`src/rtl/div_pkg.sv`:
```
// Shared definitions for the divider: FSM state encoding and the default operand width.
package div_pkg;

  localparam int DIV_WIDTH_DEF = 32;

  typedef enum logic [1:0] {
    IDLE = 2'd0,
    CALC = 2'd1,
    FIN  = 2'd2
  } divState_t;

endpackage

```
`src/rtl/ajuste_sinal.sv`:
```
// Signed-mode helper: operand magnitudes on capture and sign restoration of the raw results.
// Combinational, no latency; only present when DIV_SIGNED_EN is defined.
`ifdef DIV_SIGNED_EN
module ajuste_sinal
  import div_pkg::*;
#(
  parameter int WIDTH = DIV_WIDTH_DEF
) (
  input  logic             signedMode,
  input  logic [WIDTH-1:0] dividendIn,
  input  logic [WIDTH-1:0] divisorIn,
  output logic [WIDTH-1:0] dividendMag,
  output logic [WIDTH-1:0] divisorMag,
  output logic             negQuo,
  output logic             negRem,
  input  logic             quoNeg,
  input  logic             remNeg,
  input  logic [WIDTH-1:0] quoRaw,
  input  logic [WIDTH-1:0] remRaw,
  output logic [WIDTH-1:0] quoFix,
  output logic [WIDTH-1:0] remFix
);

  logic dividendSgn;
  logic divisorSgn;

  assign dividendSgn = signedMode & dividendIn[WIDTH-1];
  assign divisorSgn  = signedMode & divisorIn[WIDTH-1];

  // The most negative value negates to itself, which is its correct unsigned magnitude.
  assign dividendMag = dividendSgn ? -dividendIn : dividendIn;
  assign divisorMag  = divisorSgn  ? -divisorIn  : divisorIn;

  // Truncation toward zero: quotient negative on sign mismatch, remainder follows the dividend.
  assign negQuo = dividendSgn ^ divisorSgn;
  assign negRem = dividendSgn;

  assign quoFix = quoNeg ? -quoRaw : quoRaw;
  assign remFix = remNeg ? -remRaw : remRaw;

endmodule
`endif

```
`src/rtl/unidade_divisao.sv`:
```
// Iterative restoring divider, one quotient bit per cycle; DIV_SIGNED_EN adds a Signed input.
// Done pulses WIDTH+1 edges after acceptance (1 edge for a zero divisor); Start ignored unless IDLE.
module unidade_divisao
  import div_pkg::*;
#(
  parameter int WIDTH = DIV_WIDTH_DEF
) (
  input  logic             CLK,
  input  logic             Reset,
  input  logic             Start,
`ifdef DIV_SIGNED_EN
  input  logic             Signed,
`endif
  input  logic [WIDTH-1:0] Dividend,
  input  logic [WIDTH-1:0] Divisor,
  output logic             Busy,
  output logic             Done,
  output logic [WIDTH-1:0] Quotient,
  output logic [WIDTH-1:0] Remainder,
  output logic             DivZero
);

  localparam int CNT_W = $clog2(WIDTH + 1);

  divState_t        state;
  divState_t        nextState;
  logic [CNT_W-1:0] iterCnt;
  logic [WIDTH-1:0] quoW;
  logic [WIDTH-1:0] remW;
  logic [WIDTH-1:0] divW;
  logic             zeroFlag;

  logic             divisorZero;
  logic             lastIter;
  logic [WIDTH:0]   remShift;
  logic             fits;
  logic [WIDTH-1:0] remNext;

  logic [WIDTH-1:0] opA;
  logic [WIDTH-1:0] opB;
  logic [WIDTH-1:0] quoOut;
  logic [WIDTH-1:0] remOut;

  assign divisorZero = (Divisor == '0);
  assign lastIter    = (iterCnt == CNT_W'(WIDTH - 1));

  // Restoring step: shift the next dividend bit into the partial remainder, subtract if it fits.
  assign remShift = {remW, quoW[WIDTH-1]};
  assign fits     = (remShift >= {1'b0, divW});
  assign remNext  = fits ? WIDTH'(remShift - {1'b0, divW}) : remShift[WIDTH-1:0];

`ifdef DIV_SIGNED_EN
  logic capNegQ;
  logic capNegR;
  logic negQ;
  logic negR;

  ajuste_sinal #(
    .WIDTH(WIDTH)
  ) uAjusteSinal (
    .signedMode (Signed),
    .dividendIn (Dividend),
    .divisorIn  (Divisor),
    .dividendMag(opA),
    .divisorMag (opB),
    .negQuo     (capNegQ),
    .negRem     (capNegR),
    .quoNeg     (negQ),
    .remNeg     (negR),
    .quoRaw     (quoW),
    .remRaw     (remW),
    .quoFix     (quoOut),
    .remFix     (remOut)
  );

  // Zero-divisor results are loaded pre-formatted, so no sign correction applies to them.
  always_ff @(posedge CLK or negedge Reset) begin
    if (!Reset) begin
      negQ <= 1'b0;
      negR <= 1'b0;
    end else if (state == IDLE && Start) begin
      negQ <= capNegQ & ~divisorZero;
      negR <= capNegR & ~divisorZero;
    end
  end
`else
  assign opA    = Dividend;
  assign opB    = Divisor;
  assign quoOut = quoW;
  assign remOut = remW;
`endif

  always_ff @(posedge CLK or negedge Reset) begin
    if (!Reset) begin
      state <= IDLE;
    end else begin
      state <= nextState;
    end
  end

  always_comb begin
    nextState = state;
    Busy      = 1'b0;
    unique case (state)
      IDLE: begin
        if (Start) begin
          nextState = divisorZero ? FIN : CALC;
        end
      end
      CALC: begin
        Busy = 1'b1;
        if (lastIter) begin
          nextState = FIN;
        end
      end
      FIN:     nextState = IDLE;
      default: nextState = IDLE;
    endcase
  end

  always_ff @(posedge CLK or negedge Reset) begin
    if (!Reset) begin
      iterCnt   <= '0;
      quoW      <= '0;
      remW      <= '0;
      divW      <= '0;
      zeroFlag  <= 1'b0;
      Done      <= 1'b0;
      Quotient  <= '0;
      Remainder <= '0;
      DivZero   <= 1'b0;
    end else begin
      Done <= 1'b0;
      unique case (state)
        IDLE: begin
          if (Start) begin
            iterCnt  <= '0;
            divW     <= opB;
            zeroFlag <= divisorZero;
            if (divisorZero) begin
              quoW <= '1;
              remW <= Dividend;
            end else begin
              quoW <= opA;
              remW <= '0;
            end
          end
        end
        CALC: begin
          quoW    <= {quoW[WIDTH-2:0], fits};
          remW    <= remNext;
          iterCnt <= iterCnt + 1'b1;
        end
        // Results are published on the FIN exit edge, so they change only once per operation.
        FIN: begin
          Quotient  <= quoOut;
          Remainder <= remOut;
          DivZero   <= zeroFlag;
          Done      <= 1'b1;
        end
        default: ;
      endcase
    end
  end

endmodule

```
`config.mk`:
```
export PLATFORM = sky130hd
export DESIGN_NAME = unidade_divisao
export DESIGN_NICKNAME = d
export VERILOG_FILES = /design/src/rtl/div_pkg.sv /design/src/rtl/ajuste_sinal.sv /design/src/rtl/unidade_divisao.sv
export SDC_FILE = /design/constraint.sdc
export NUM_CORES = 1
export LEC_CHECK = 0
export BUFFER_PORTS_ARGS = -buffer_cell sky130_fd_sc_hd__buf_2
export CAP_MARGIN = 25
export CORE_ASPECT_RATIO = 1.2
export CORE_MARGIN = 4
export CORE_UTILIZATION = 45
export DETAILED_ROUTE_END_ITERATION = 16
export HOLD_SLACK_MARGIN = 0.12
export PLACE_DENSITY = 0.68
export SLEW_MARGIN = 30
export SYNTH_ARGS = -nofsm -noshare
export SYNTH_HDL_FRONTEND = slang
export SYNTH_SLANG_ARGS = --single-unit
```
`constraint.sdc`:
```
create_clock -name CLK -period 3.1 [get_ports CLK]
set_input_delay 0.31 -clock CLK [delete_from_list [all_inputs] [get_ports CLK]]
set_output_delay 0.31 -clock CLK [all_outputs]
set_load 0.05 [all_outputs]
```
After elaboration in Yosys (flattened, before gate mapping):

Index checks and enable logic that the tools add are counted.

* word-level logic and storage cells: 39
* output and inout port bits: 67
* flip-flop bits (word level): 171
* input port bits: 67

* equality and inequality tests: 5
* add/subtract/negate cells: 2
* muxes and demuxes: 15
* order comparisons: 1
* reduce and logical (&&, ||, !) cells: 6

Operators by type and width (number)
* 32-bit two-way mux: 5
* 32-bit one-hot mux with 2 select lines: 2
* 33-bit by 32-bit >= comparator with 1-bit output: 1
* 32-bit logical NOT: 1
* 32-bit subtractor: 1
* 6-bit one-hot mux with 2 select lines: 1
* 6-bit by 1-bit adder with 6-bit output (second input constant): 1
* 6-bit by 5-bit equality test with 1-bit output (second input constant): 1
* 2-bit two-way mux: 3
* 6-bit two-way mux: 1
* 2-bit AND reduction: 3
* 2-bit inequality test (second input constant): 2
* 2-bit one-hot mux with 2 select lines: 1
* 2-bit by 1-bit equality test with 1-bit output (second input constant): 1
* 2-bit equality test (second input constant): 1
* 2-bit logical NOT: 1
* 1-bit two-way mux: 2
* 2-bit nonzero test: 1

Logic depth before layout (Yosys ltp):

Gate-level depths: netlist (run 1).

* depth in word-level cells: 4
* gate-level depth with buffers: 14
* depth with buffers taken out: 12

Worst setup path before layout (run 1):

Ideal clock, no wire load.

* path kind: reg-to-reg
* start point: register remW[9] (netlist: remOut[9])
* end point: register remW[18] (netlist: remOut[18])
* path slack: 0.092 ns
* arrival time: 2.881 ns
* stages on the path, launching flop included: 12
* data required time: 2.973 ns
* path buffers: 2
* cell sequence: dfrtp_1 > ha_1 > buf_2 > nand3_1 > nor4_1 > a21boi_1 > o31a_1 > o31ai_4 > buf_6 > mux2_2 > a221oi_1 > nor2_1

* cells in the longest elaborated chain, start to end: 3

Ends and longest elaborated chain
* from (decl): RTL line unidade_divisao.sv:29 `logic [WIDTH-1:0] remW;`
* from (signal assigned): RTL line unidade_divisao.sv:142 `remW <= Dividend;`
* from (signal assigned): RTL line unidade_divisao.sv:151 `remW <= remNext;`
* 32-bit subtractor or 33-bit by 32-bit >= comparator with 1-bit output (tied branches): RTL line unidade_divisao.sv:50, unidade_divisao.sv:49
* 32-bit two-way mux *: RTL line unidade_divisao.sv:50 `assign remNext = fits ? WIDTH'(remShift - {1'b0, divW}) : remShift[WIDTH-1:0];`
* 32-bit one-hot mux with 2 select lines *: RTL line unidade_divisao.sv:134 `unique case (state)`

Every way passes the cells marked *; elsewhere a longest branch is shown, timed or not.
A chain may end at the register's enable or synchronous reset.

Final worst setup path (run 1):

* start point: register remW[3] (netlist: remOut[3])
* end point: register remW[2] (netlist: remOut[2])

* cells in the longest elaborated chain, start to end: 3

Ends and longest elaborated chain
* 33-bit by 32-bit >= comparator with 1-bit output: RTL line unidade_divisao.sv:49 `assign fits = (remShift >= {1'b0, divW});`
* 32-bit two-way mux: RTL line unidade_divisao.sv:50
* 32-bit one-hot mux with 2 select lines: RTL line unidade_divisao.sv:134

Every way passes these cells.

==> results of run 1 <==
==> registers in the layout, summed over array words and instances (netlist names) <==
register / flops
DivZero: 1
Done: 1
Quotient: 32
Remainder: 32
divW: 32
iterCnt: 6
quoOut: 32
remOut: 32
state: 2
zeroFlag: 1
==> placed cells by master, fill, tap and decap left out, types with 5 or more instances in the layout <==
cell / netlist / final
inv_6: 0 / 6
ha_1: 33 / 22
buf_12: 1 / 5
nand4_1: 11 / 11
xor2_1: 9 / 9
mux2_2: 73 / 73
xnor2_1: 16 / 16
dlygate4sd3_1: 0 / 25
ha_4: 0 / 11
nor3_1: 37 / 35
and3_1: 5 / 5
a21oi_1: 54 / 51
buf_4: 2 / 65
nor2b_1: 7 / 7
o21ai_0: 66 / 64
buf_2: 4 / 132
o31ai_1: 32 / 32
a21o_1: 10 / 10
nand3_1: 19 / 18
mux2i_1: 7 / 7
a221oi_1: 12 / 5
a31oi_1: 7 / 7
a221oi_2: 0 / 7
inv_1: 46 / 46
nand2_1: 109 / 108
o211ai_1: 10 / 10
clkbuf_16: 0 / 18
dfrtp_1: 171 / 171
nor4_1: 11 / 9
nor2_1: 89 / 85
==> repair_timing <==
action / in CTS / in global routing
pin swaps: 2 / 6
hold buffers: 25 / 0
hold endpoints to repair: 85 / 0
endpoints found under the setup margin: 10 / 23
gates resized for setup: 5 / 39
gates cloned: 1 / 1
buffers inserted: 1 / 11
==> power groups by stage <==
stage / Combinational (mW) / Clock [mW] / Sequential [mW]
6_report: 8.86 / 2.29 / 3.57
5_1_grt: 9.67 / 2.41 / 3.66
4_1_cts: 7.96 / 2.32 / 3.53
3_5_place_dp: 7.70 / 0 / 3.56
3_3_place_gp: 7.62 / 0 / 3.54
2_1_floorplan: 5.46 / 0 / 3.58
==> metal layers <==
metal	global-route usage [%]	wire, µm	vias up
met2	37.21	12280	299
met1	32.19	12120	3887
li1	-	-	3800
met3	4.485	1686	39
met4	5.571	441	0
met5	0	0	-
==> worst max path at each step <==
stage | depth (start not counted) | start | to | slack (ns)
finish | 11 | remOut[3]$_DFFE_PN0P_ | remOut[2]$_DFFE_PN0P_ | 0.06
global route | 11 | remOut[3]$_DFFE_PN0P_ | remOut[2]$_DFFE_PN0P_ | -0.05
CTS | 11 | remOut[3]$_DFFE_PN0P_ | remOut[14]$_DFFE_PN0P_ | 0.009
detailed placement | 10 | remOut[9]$_DFFE_PN0P_ | remOut[8]$_DFFE_PN0P_ | -0.02
global placement | 10 | remOut[9]$_DFFE_PN0P_ | remOut[17]$_DFFE_PN0P_ | 0.02
floorplan | 11 | remOut[9]$_DFFE_PN0P_ | remOut[18]$_DFFE_PN0P_ | 0.09
==> metrics by stage <==
stage               setup WS (ns)  util, %  cell area [µm²]  instances  hold slack [ns]
global route             -0.05110    59.33            11720       1424           0.1344
global placement          0.02491    52.74            10420       1353           0.3404
finish                    0.05810    59.33            11720       1424           0.1325
CTS                      0.009027    57.45            11350       1412           0.1278
detailed placement       -0.02267    52.74            10420       1353           0.3354
floorplan                 0.09192        -             9166        961          0.01441
==> cell type report <==
type | count | share of cell area, %
repair buffers | 230 | 13.37
well taps | 261 | 2.786
clock buffers | 18 | 3.746
flip-flops and latches | 171 | 36.50
multi-input cells | 682 | 40.52
inverters | 48 | 1.537
clock inverters | 14 | 1.537
==> cell usage after synthesis, types with 5 or more instances <==
master | n | area, µm²
a21o_1 | 10 | 75.07
a21oi_1 | 54 | 270.3
a221oi_1 | 12 | 105.1
a31oi_1 | 7 | 43.79
and3_1 | 5 | 31.28
buf_1 | 7 | 26.28
clkbuf_1 | 45 | 168.9
dfrtp_1 | 171 | 4279
ha_1 | 33 | 412.9
inv_1 | 46 | 172.7
mux2_2 | 73 | 822.0
mux2i_1 | 7 | 70.07
nand2_1 | 109 | 409.1
nand2b_1 | 6 | 37.54
nand3_1 | 19 | 95.09
nand4_1 | 11 | 68.82
nor2_1 | 89 | 334.1
nor2b_1 | 7 | 43.79
nor3_1 | 37 | 185.2
nor4_1 | 11 | 68.82
o211ai_1 | 10 | 75.07
o21ai_0 | 66 | 330.3
o31ai_1 | 32 | 240.2
xnor2_1 | 16 | 140.1
xor2_1 | 9 | 78.83
==> logic make-up after synthesis <==
kind of cell | count (synthesis)
AND/OR/NAND/NOR | 306
flip-flops | 171
XOR/XNOR | 25
multiplexers | 80
adder cells (fa/ha/maj) | 34
buffers and inverters | 108
AO/OA/AOI/OAI | 237
==> worst max-delay path, cell delays in order (launching register included) <==
cell	delay (ns)
dfrtp_1	0.43
ha_4	0.32
o211ai_1	0.08
a21o_1	0.20
a21oi_2	0.19
a21boi_2	0.11
o31a_1	0.31
o31ai_4	0.40
clkbuf_16	0.24
mux2_2	0.34
a221oi_2	0.21
nor2_1	0.08
==> Flow_metrics.wiki, run 1 <==
{| class="wikitable"
! Metric !! Value
|-
| Latest clock arrival within the worst-skew pair || about 0.44 ns
|-
| Via total after detailed routing || 8025
|-
| Proportion of layout cells with a drive suffix above 1 || between 30% and 40%
|-
| Final sum of negative setup slack || 0 ns
|-
| Critical hold path startpoint || Divisor[10]
|-
| Number of stages on the worst hold path || 3
|-
| Storage element area || around 4300 µm²
|-
| Number of levels the H-tree was split into || 4
|-
| Worst Skew || roughly 0.011 ns
|-
| Reg-to-Reg End || remOut[2]$_DFFE_PN0P_
|-
| Via-per-instance ratio || 5.636
|-
| Maximum vdd drop || ~0.65 mV
|-
| Required time at the worst-slack endpoint || 3.42 ns
|-
| Startpoint of the lowest-slack register-to-register path || remOut[3]$_DFFE_PN0P_
|-
| Die X-Extent || between 100 and 150 µm
|-
| Global-route wire length before repair || roughly 42 mm
|-
| Post-detail-place hpwl || 18.70 mm
|-
| Internal power || approximately 8.5 mW
|-
| Number of cell rows || 56
|-
| Buffers added on ports || between 100 and 150
|-
| Share of total power in the clock network || 15.5%
|-
| Number of top-level pins || about 130
|-
| Post-synthesis compound-gate area fraction || approximately 17%
|-
| R2R depth || 11
|-
| Maximum clock frequency || around 330 MHz
|-
| Global route total overflow || 0
|-
| Nature of the critical path startpoint || register
|-
| Setup repair after global routing missed its margin || true
|-
| Mux contribution to synthesized area || about a tenth
|-
| Synth Cell Area || between 9000 and 10000 µm²
|-
| Area of the core || approximately 20000 µm²
|-
| Time the final worst path needs with I/O delays and setup || about 3.0 ns
|-
| Leakage || 5.546 nW
|-
| Net total in the final layout || between 1000 and 1500
|-
| Via count of the first global-routing pass || just under 8000
|-
| Area used by multi-input combinational logic || around 4700 µm²
|-
| Post-synthesis simple-gate area fraction || 14.85%
|-
| Overall fraction of global-route tracks in use || a little under a quarter
|-
| Mean post-synth cell area || 9.538 µm²
|-
| Status || finished, final reports clean
|-
| Post-synthesis adder-cell area fraction || under 10%
|-
| Synthesized instance count || 961
|-
| Pin count of the biggest net entering global routing || 95
|-
| Total nets after synthesis || between 1000 and 1500
|-
| Final wirelength || roughly 27 mm
|-
| Die Outline Area || about 23000 µm²
|-
| Switching share of total power || between 40% and 50%
|-
| Switching component of the power || between 6 and 7 mW
|-
| Initial Util || 46.39%
|-
| Critical path start-end classification || register to register
|-
| Clk Tree Root Cell || clkbuf_16
|-
| Post-synthesis xor/xnor area fraction || 2.389%
|-
| Setup violators final || 0
|-
| Synth cell types || 63
|-
| Register-to-register setup slack || roughly 0.058 ns
|-
| Count of state elements after synthesis || ~170
|-
| Critical path arrival || around 3.4 ns
|-
| Portion of total power attributed to sequential cells || between 20 and 25%
|-
| Worst-path maximum fanout || 7
|-
| Main synth FF type || dfrtp_1
|-
| Post-route ant nets || 0
|-
| Critical path endpoint category || register
|-
| WHS Endpoint || divW[10]$_DFFE_PN0P_
|-
| Final-report hold violation count || 0
|-
| Number of sinks handled by clock tree synthesis || 171
|-
| Power consumption || between 10 and 15 mW
|-
| Portion of total power attributed to combinational logic || 60.2%
|-
| Type of the tightest min-delay check || primary input to register
|-
| Final estimated routing congestion in global placement || roughly 0.93
|-
| Power density normalized to cell area || 1256 nW/µm²
|-
| Largest family of logic cells by synthesized area || compound AO/OA/AOI/OAI gates
|-
| Slew at the pin with the worst max-slew slack || slightly below 0.7 ns
|-
| Number of antenna violations at the first check in global routing || 0
|-
| Yosys Warn Count || 0
|-
| Iteration-0 DRC count of the detailed router || around 740
|-
| Part of the Yosys area used for sequential elements || a little under half
|-
| EDFF count, synth || 0
|-
| Count of unresolved DRC violations after routing || 0
|-
| CTS tree || done
|-
| Total of max-cap violations || 0
|-
| Headroom to the max-slew limit || 53.92%
|-
| Length of the first detailed-routing pass in iterations || 6
|-
| Ys async rst share || 100.0%
|-
| Clock slew at reported path FFs || ~0.070 ns
|-
| Max-slew violation count || 0
|-
| Buffer levels on the longest clock path || 2
|-
| Growth of design area from synthesis to finish || 27.89%
|-
| CTS Buf Count || 17
|-
| Per-cell routed wire length || around 19 µm
|-
| Filler instances || between 1500 and 2000
|-
| Die height || approximately 160 µm
|-
| Final worst-path cycle share || 98.13%
|-
| Number of antenna cells inserted || 0
|}
Power figures use the tool's default switching activity.
==> run 2, diff against run 1 <==
Clock period 3.1 ns to 2.5 ns, I/O delays scaled along.
==> run 2 against run 1 <==
- the flow now finishes with violations (negative setup slack)
- sequential share of layout area fell by 4.0 points
- die area is the same
- critical path depth grew 2
- global-route usage rose by 2.3 points
- clock-buffer cell count unchanged
- via count up 7.1%
- setup slack worse by 0.56 ns
- largest power group unchanged
==> Flow_metrics.wiki, run 2 (synthesis results as in run 1) <==
{| class="wikitable"
! Metric !! Value
|-
| Slowest cell on the critical path || dfrtp_1
|-
| Die height || approximately 160 µm
|-
| Type of the tightest min-delay check || primary input to register
|-
| R2R depth || 13
|-
| Via count of the first global-routing pass || roughly 8900
|-
| Most frequent standard cell in the layout excluding fill and tap cells || dfrtp_1
|-
| Placement Cell Area || roughly 11000 µm²
|-
| Final core occ || between 60% and 70%
|-
| Register-to-register setup slack || -0.50 ns
|-
| Violations in the final reports || negative setup slack
|-
| PnR worst setup slack || -0.5030 ns
|-
| Growth of design area from synthesis to finish || 43.63%
|-
| Number of antenna violations at the first check in global routing || 0
|-
| Time the final worst path needs with I/O delays and setup || ~3 ns
|-
| Final wirelength || ~29 mm
|-
| Internal power || between 10 and 15 mW
|-
| Global-route wire length before repair || 46.31 mm
|-
| Buffer levels on the longest clock path || 2
|-
| Buffers added on ports || 133
|-
| Proportion of layout cells with a drive suffix above 1 || about two fifths
|-
| Reg-to-Reg End || remOut[14]$_DFFE_PN0P_
|-
| Share of total power in the clock network || between 10% and 20%
|-
| Die Outline Area || 22730 µm²
|-
| Area of the core || 19760 µm²
|-
| Leakage || just over 6 nW
|-
| Portion of total power attributed to sequential cells || roughly 20%
|-
| Number of antenna cells inserted || 0
|-
| Final worst-path cycle share || 120.1%
|-
| Final estimated routing congestion in global placement || between 0.9 and 1
|-
| Maximum clock frequency || 333.0 MHz
|-
| Global route total overflow || 0
|-
| Crit path buffers/inverters || 3
|-
| Switching share of total power || 41.75%
|-
| Final-layout worst hold slack || about 0.12 ns
|-
| Startpoint of the lowest-slack register-to-register path || remOut[14]$_DFFE_PN0P_
|-
| Worst Skew || approximately 0.0081 ns
|-
| Final-report hold violation count || 0
|-
| Headroom to the max-slew limit || about 60%
|-
| Critical path start-end classification || register to register
|-
| Critical path arrival || ~3.3 ns
|-
| Number of top-level pins || 134
|-
| Via total after detailed routing || approximately 8600
|-
| Setup violators final || 33
|-
| Worst-path maximum fanout || 6
|-
| Clk Tree Root Cell || clkbuf_16
|-
| Setup repair after global routing missed its margin || true
|-
| Power density normalized to cell area || approximately 1600 nW/µm²
|-
| CTS tree || done
|-
| Timing startpoint of the critical path || remOut[14]$_DFFE_PN0P_
|-
| Via-per-instance ratio || about 5.6
|-
| Switching component of the power || 9.061 mW
|-
| Number of cell rows || 56
|-
| Setup crit end || remOut[14]$_DFFE_PN0P_
|-
| Initial Util || roughly 46%
|-
| Net total in the final layout || approximately 1400
|-
| Critical Path, Cell by Cell || ha_4 -> buf_6 -> nand4_1 -> nor4_4 -> nand4_1 -> a21oi_2 -> a2111oi_4 -> o31ai_4 -> buf_6 -> buf_16 -> mux2_2 -> a221oi_1 -> nor2_1
|-
| Dpl cells || between 1000 and 1500
|-
| Latest clock arrival within the worst-skew pair || around 0.44 ns
|-
| Commonest cells after routing, fill and taps aside || dfrtp_1, buf_4, buf_2
|-
| Portion of total power attributed to combinational logic || 67.7%
|-
| Per-cell routed wire length || between 15 and 20 µm
|-
| Total of max-cap violations || 0
|-
| Pin count of the biggest net entering global routing || 66
|-
| Filler instances || around 1500
|-
| Die X-Extent || 138.3 µm
|-
| Final sum of negative setup slack || -12.11 ns
|-
| Power consumption || about 22 mW
|-
| Critical path endpoint category || register
|-
| CTS Buf Count || 17
|-
| Post-route ant nets || 0
|-
| Max-slew violation count || 0
|-
| Area used by multi-input combinational logic || ~5200 µm²
|-
| Clock slew at reported path FFs || roughly 0.070 ns
|-
| Slowest cell delay on critical path || about 0.42 ns
|-
| Length of the first detailed-routing pass in iterations || 5
|-
| Number of sinks handled by clock tree synthesis || ~170
|-
| Storage element area || 4279 µm²
|-
| Required time at the worst-slack endpoint || about 2.8 ns
|-
| Final Non-Filler Cells || around 1500
|-
| Iteration-0 DRC count of the detailed router || 717
|-
| Crit path max-delay family || simple AND/OR/NAND/NOR gates
|-
| Slew at the pin with the worst max-slew slack || between 0.6 and 0.7 ns
|-
| Maximum vdd drop || 0.8883 mV
|-
| Final non-filler cell area || around 13000 µm²
|-
| Number of levels the H-tree was split into || 4
|-
| Overall fraction of global-route tracks in use || 25.27%
|-
| Count of unresolved DRC violations after routing || 0
|-
| Count of cell instances traversed by the critical path || 13
|-
| Nature of the critical path startpoint || register
|-
| Minimum setup slack after placement || -0.6186 ns
|-
| Post-detail-place hpwl || a little under 20 mm
|-
| Status || complete, but fails checks
|}
[run 2: how the worst min path moves through the flow]
stage / startpoint / endpoint / slack, ns / cells after the start
after global placement: Reset / Quotient[11]$_DFFE_PN0P_ / 0.28 / 1
after CTS: Divisor[9] / divW[9]$_DFFE_PN0P_ / 0.13 / 3
after global routing: Dividend[6] / remOut[6]$_DFFE_PN0P_ / 0.14 / 3
after floorplan: Reset / DivZero$_DFFE_PN0P_ / -0.05 / 0
final: Divisor[9] / divW[9]$_DFFE_PN0P_ / 0.12 / 3
after detailed placement: Reset / Quotient[12]$_DFFE_PN0P_ / 0.29 / 1
[run 2: power groups by stage]
stage                     clock network [mW]  registers, mW  logic (mW)
after detailed placement                   0           4.33        11.0
after CTS                               2.64           4.38        13.4
after floorplan                            0           4.44        6.96
after global placement                     0           4.30        10.9
final                                   2.61           4.41        14.7
after global routing                    2.77           4.51        15.8
[run 2: cell type report]
type	instances	area share (%)
Timing Repair Buffer	345	19.67
Multi-Input combinational cell	682	39.65
Inverter	48	1.407
Sequential cell	171	32.50
Clock inverter	14	1.026
Tap cell	261	2.481
Clock buffer	18	3.260
[run 2: timing repair]
action                     4_1_cts  5_1_grt
pin swaps                       35       29
gates resized for setup        113       53
cloned                           3        0
setup buffers                   23       12
setup endpoints to repair       33       33
hold buffers                    44        0
hold endpoints to repair       104        0
[run 2: worst min-delay path: cells and delay by family]
family | cells | cell delay (ns)
AOI/OAI and AO/OA | 1 | 0.08
buffers and inverters | 1 | 0.10
and+or+nand+nor | 1 | 0.08
[run 2: routing by layer]
layer	global-route usage (%)	part of all wire, %	up-vias
li1	-	-	4008
met1	34.20	44	4221
met2	40.39	47	301
met3	5.416	6.7	62
met4	9.119	2.8	0
met5	0	0	-
==> run 3, diff against run 2 <==
Settings changed: ABC_AREA set to 1, PLACE_DENSITY 0.68 to 0.67.
==> run 3 against run 2 <==
- the run now ends clean
- maximum frequency grew 27%
- first-iteration DRC count shrank 5.9%
- global-route usage is 0.81 points lower
- cell count up 22%
- synthesized area rose by 13%
- via count is 11% higher
- synthesized cell count rose by 49%
- largest power group unchanged
- flip-flop and latch count unchanged
- die area is 12% higher
- register-to-register slack better by 0.63 ns
==> Flow_metrics.wiki, run 3 <==
{| class="wikitable"
! Metric !! Value
|-
| Most frequent standard cell in the layout excluding fill and tap cells || nand2_1
|-
| Top-count cell post-synth || nand2_1
|-
| Commonest cells after routing, fill and taps aside || nand2_1, inv_1, dfrtp_1
|-
| Die height || 174.0 µm
|-
| Post-synthesis xor/xnor area fraction || under 10%
|-
| Power density normalized to cell area || roughly 930 nW/µm²
|-
| Post-route ant nets || 0
|-
| Critical path arrival || 2.74 ns
|-
| Total of max-cap violations || 0
|-
| Pin count of the biggest net entering global routing || 80
|-
| Initial Util || between 40% and 50%
|-
| Number of sinks handled by clock tree synthesis || between 150 and 200
|-
| Number of antenna violations at the first check in global routing || 1
|-
| List of most frequent post-synthesis cells || nand2_1, inv_1, dfrtp_1
|-
| Global route total overflow || 0
|-
| Number of top-level pins || 134
|-
| Final estimated routing congestion in global placement || 1.036
|-
| Post-detail-place hpwl || around 24 mm
|-
| Synthesized instance count || about 1400
|-
| Via-per-instance ratio || between 5 and 6
|-
| Post-synthesis simple-gate area fraction || between 20 and 30%
|-
| CTS Buf Count || 17
|-
| Overall fraction of global-route tracks in use || about a quarter
|-
| Number of levels the H-tree was split into || 4
|-
| Setup violators final || 0
|-
| Part of the Yosys area used for sequential elements || roughly 41%
|-
| Mean post-synth cell area || ~7.2 µm²
|-
| Type of the tightest min-delay check || primary input to register
|-
| Main synth FF type || dfrtp_1
|-
| Post-synthesis adder-cell area fraction || 4.190%
|-
| Slew at the pin with the worst max-slew slack || around 0.69 ns
|-
| Headroom to the max-slew limit || a little over half
|-
| CTS tree || done
|-
| Critical path endpoint category || register
|-
| Count of unresolved DRC violations after routing || 0
|-
| Area of the core || ~23000 µm²
|-
| Die X-Extent || 146.3 µm
|-
| Critical path start-end classification || register to register
|-
| Synth Cell Area || 10330 µm²
|-
| Global-route wire length before repair || around 50 mm
|-
| Worst Skew || 0.01035 ns
|-
| Power consumption || 11.35 mW
|-
| Worst-path maximum fanout || 11
|-
| Total nets after synthesis || roughly 1500
|-
| Largest family of logic cells by synthesized area || simple AND/OR/NAND/NOR gates
|-
| Maximum vdd drop || 0.5423 mV
|-
| Maximum clock frequency || approximately 420 MHz
|-
| Synth area leader || dfrtp_1
|-
| Proportion of layout cells with a drive suffix above 1 || 17.90%
|-
| Yosys Warn Count || 0
|-
| Required time at the worst-slack endpoint || roughly 2.9 ns
|-
| Final wirelength || 31.02 mm
|-
| Buffers added on ports || ~130
|-
| Mux contribution to synthesized area || less than 1%
|-
| Time the final worst path needs with I/O delays and setup || between 2 and 2.5 ns
|-
| Minimum setup slack after placement || 0.03522 ns
|-
| Nature of the critical path startpoint || register
|-
| Per-cell routed wire length || roughly 17 µm
|-
| Area share of the leading cell type in the synthesized netlist || between 40% and 50%
|-
| Clock slew at reported path FFs || ~0.07 ns
|-
| Synth cell types || 44
|-
| Max-slew violation count || 0
|-
| Latest clock arrival within the worst-skew pair || around 0.44 ns
|-
| Status || finished, final reports clean
|-
| Ys async rst share || 100.0%
|-
| Length of the first detailed-routing pass in iterations || 7
|-
| Number of cell rows || 60
|-
| PnR worst setup slack || 0.1282 ns
|-
| Via count of the first global-routing pass || between 9000 and 10000
|-
| Post-synthesis compound-gate area fraction || 12.51%
|-
| Via total after detailed routing || 9557
|-
| EDFF count, synth || 0
|-
| Final worst-path cycle share || between 90% and 100%
|-
| Iteration-0 DRC count of the detailed router || 675
|-
| Growth of design area from synthesis to finish || 18.76%
|-
| Top cells by area, synth || dfrtp_1, nand2_1, inv_1
|-
| Leakage || 6.748 nW
|-
| Count of state elements after synthesis || ~170
|-
| Buffer levels on the longest clock path || 2
|-
| Clk Tree Root Cell || clkbuf_16
|-
| Die Outline Area || 25460 µm²
|-
| Net total in the final layout || around 1700
|-
| Final-report hold violation count || 0
|}
## run 3: cell types whose count changed in the layout (fill, tap and decap cells not counted), sizes merged, moves of 35 or more
cell,change
nand2,+323
inv,+179
buf,-146
mux2,-73
nand3,+73
nor2,+46
a21oi,+45
o21ai,+35
## run 3: worst paths after layout
check	slack (ns)	cells past startpoint	startpoint	endpoint
setup / recovery	0.13	13	remOut[11]$_DFFE_PN0P_	remOut[27]$_DFFE_PN0P_
hold / removal	0.14	3	Dividend[0]	quoOut[0]$_DFFE_PN0P_
setup reg to reg	0.13	13	remOut[11]$_DFFE_PN0P_	remOut[27]$_DFFE_PN0P_
hold reg to reg	0.47	2	Quotient[24]$_DFFE_PN0P_	Quotient[24]$_DFFE_PN0P_
max in group asynchronous	1.42	3	Reset	quoOut[30]$_DFFE_PN0P_
min in group asynchronous	0.32	2	Reset	Quotient[10]$_DFFE_PN0P_
## run 3: timing repair
item	4_1_cts	5_1_grt
setup endpoints to repair	0	39
buffers inserted	0	2
gates resized for setup	0	19
hold buffers	31	0
endpoints found under the hold margin	81	0
## run 3: through the flow
step	std cells	utilization, %	setup TNS, ns	instance area (µm²)	hold slack (ns)
floorplan	1430	-	0	10330	-0.04559
global placement	1807	50.06	0	11270	0.2479
detailed placement	1807	50.06	0	11270	0.2484
CTS	1869	53.99	0	12160	0.1459
global route	1872	54.48	-0.002478	12270	0.1514
finish	1872	54.48	0	12270	0.1394
## run 3: metal layers
metal	GRT usage (%)	part of all wire (%)	vias up
met3	3.338	4.6	53
met5	0	0	-
met4	7.882	2.6	0
li1	-	-	4802
met2	39.49	47	251
met1	34.19	46	4451
## run 3: cells by family after synthesis
family | after synthesis
buffers and inverters | 283
flip-flops | 171
adder cells (fa/ha/maj) | 34
multiplexers | 10
AO/OA/AOI/OAI | 232
AND/OR/NAND/NOR | 684
XOR/XNOR | 16
## run 3: critical path: stages, from the launching register on
cell	delay, ns
dfrtp_1	0.44
ha_2	0.42
nand2_1	0.10
nor2_1	0.29
nand2_1	0.12
inv_2	0.09
nand2_4	0.06
nand2_4	0.07
nand2_4	0.11
nand2_8	0.14
nand2_2	0.14
nand2_1	0.11
nand2_1	0.09
a21oi_1	0.13
## run 3: final cells by class
type | instances | area (µm²)
fill | 2217 | 10250
multi-input combinational | 976 | 5006
sequential | 171 | 4279
timing repair buffer | 186 | 1197
inverter | 228 | 859.6
clock buffer | 17 | 425.4
tap | 279 | 349.1
clock inverter | 14 | 150.1
antenna | 1 | 2.502
## run 3: report_power, final
part | switching (mW) | leakage (nW) | internal [mW] | total [mW]
clock network | 1.34 | 0.277 | 1.33 | 2.67
registers | 0.430 | 2.06 | 3.20 | 3.63
logic | 3.18 | 4.41 | 1.87 | 5.05
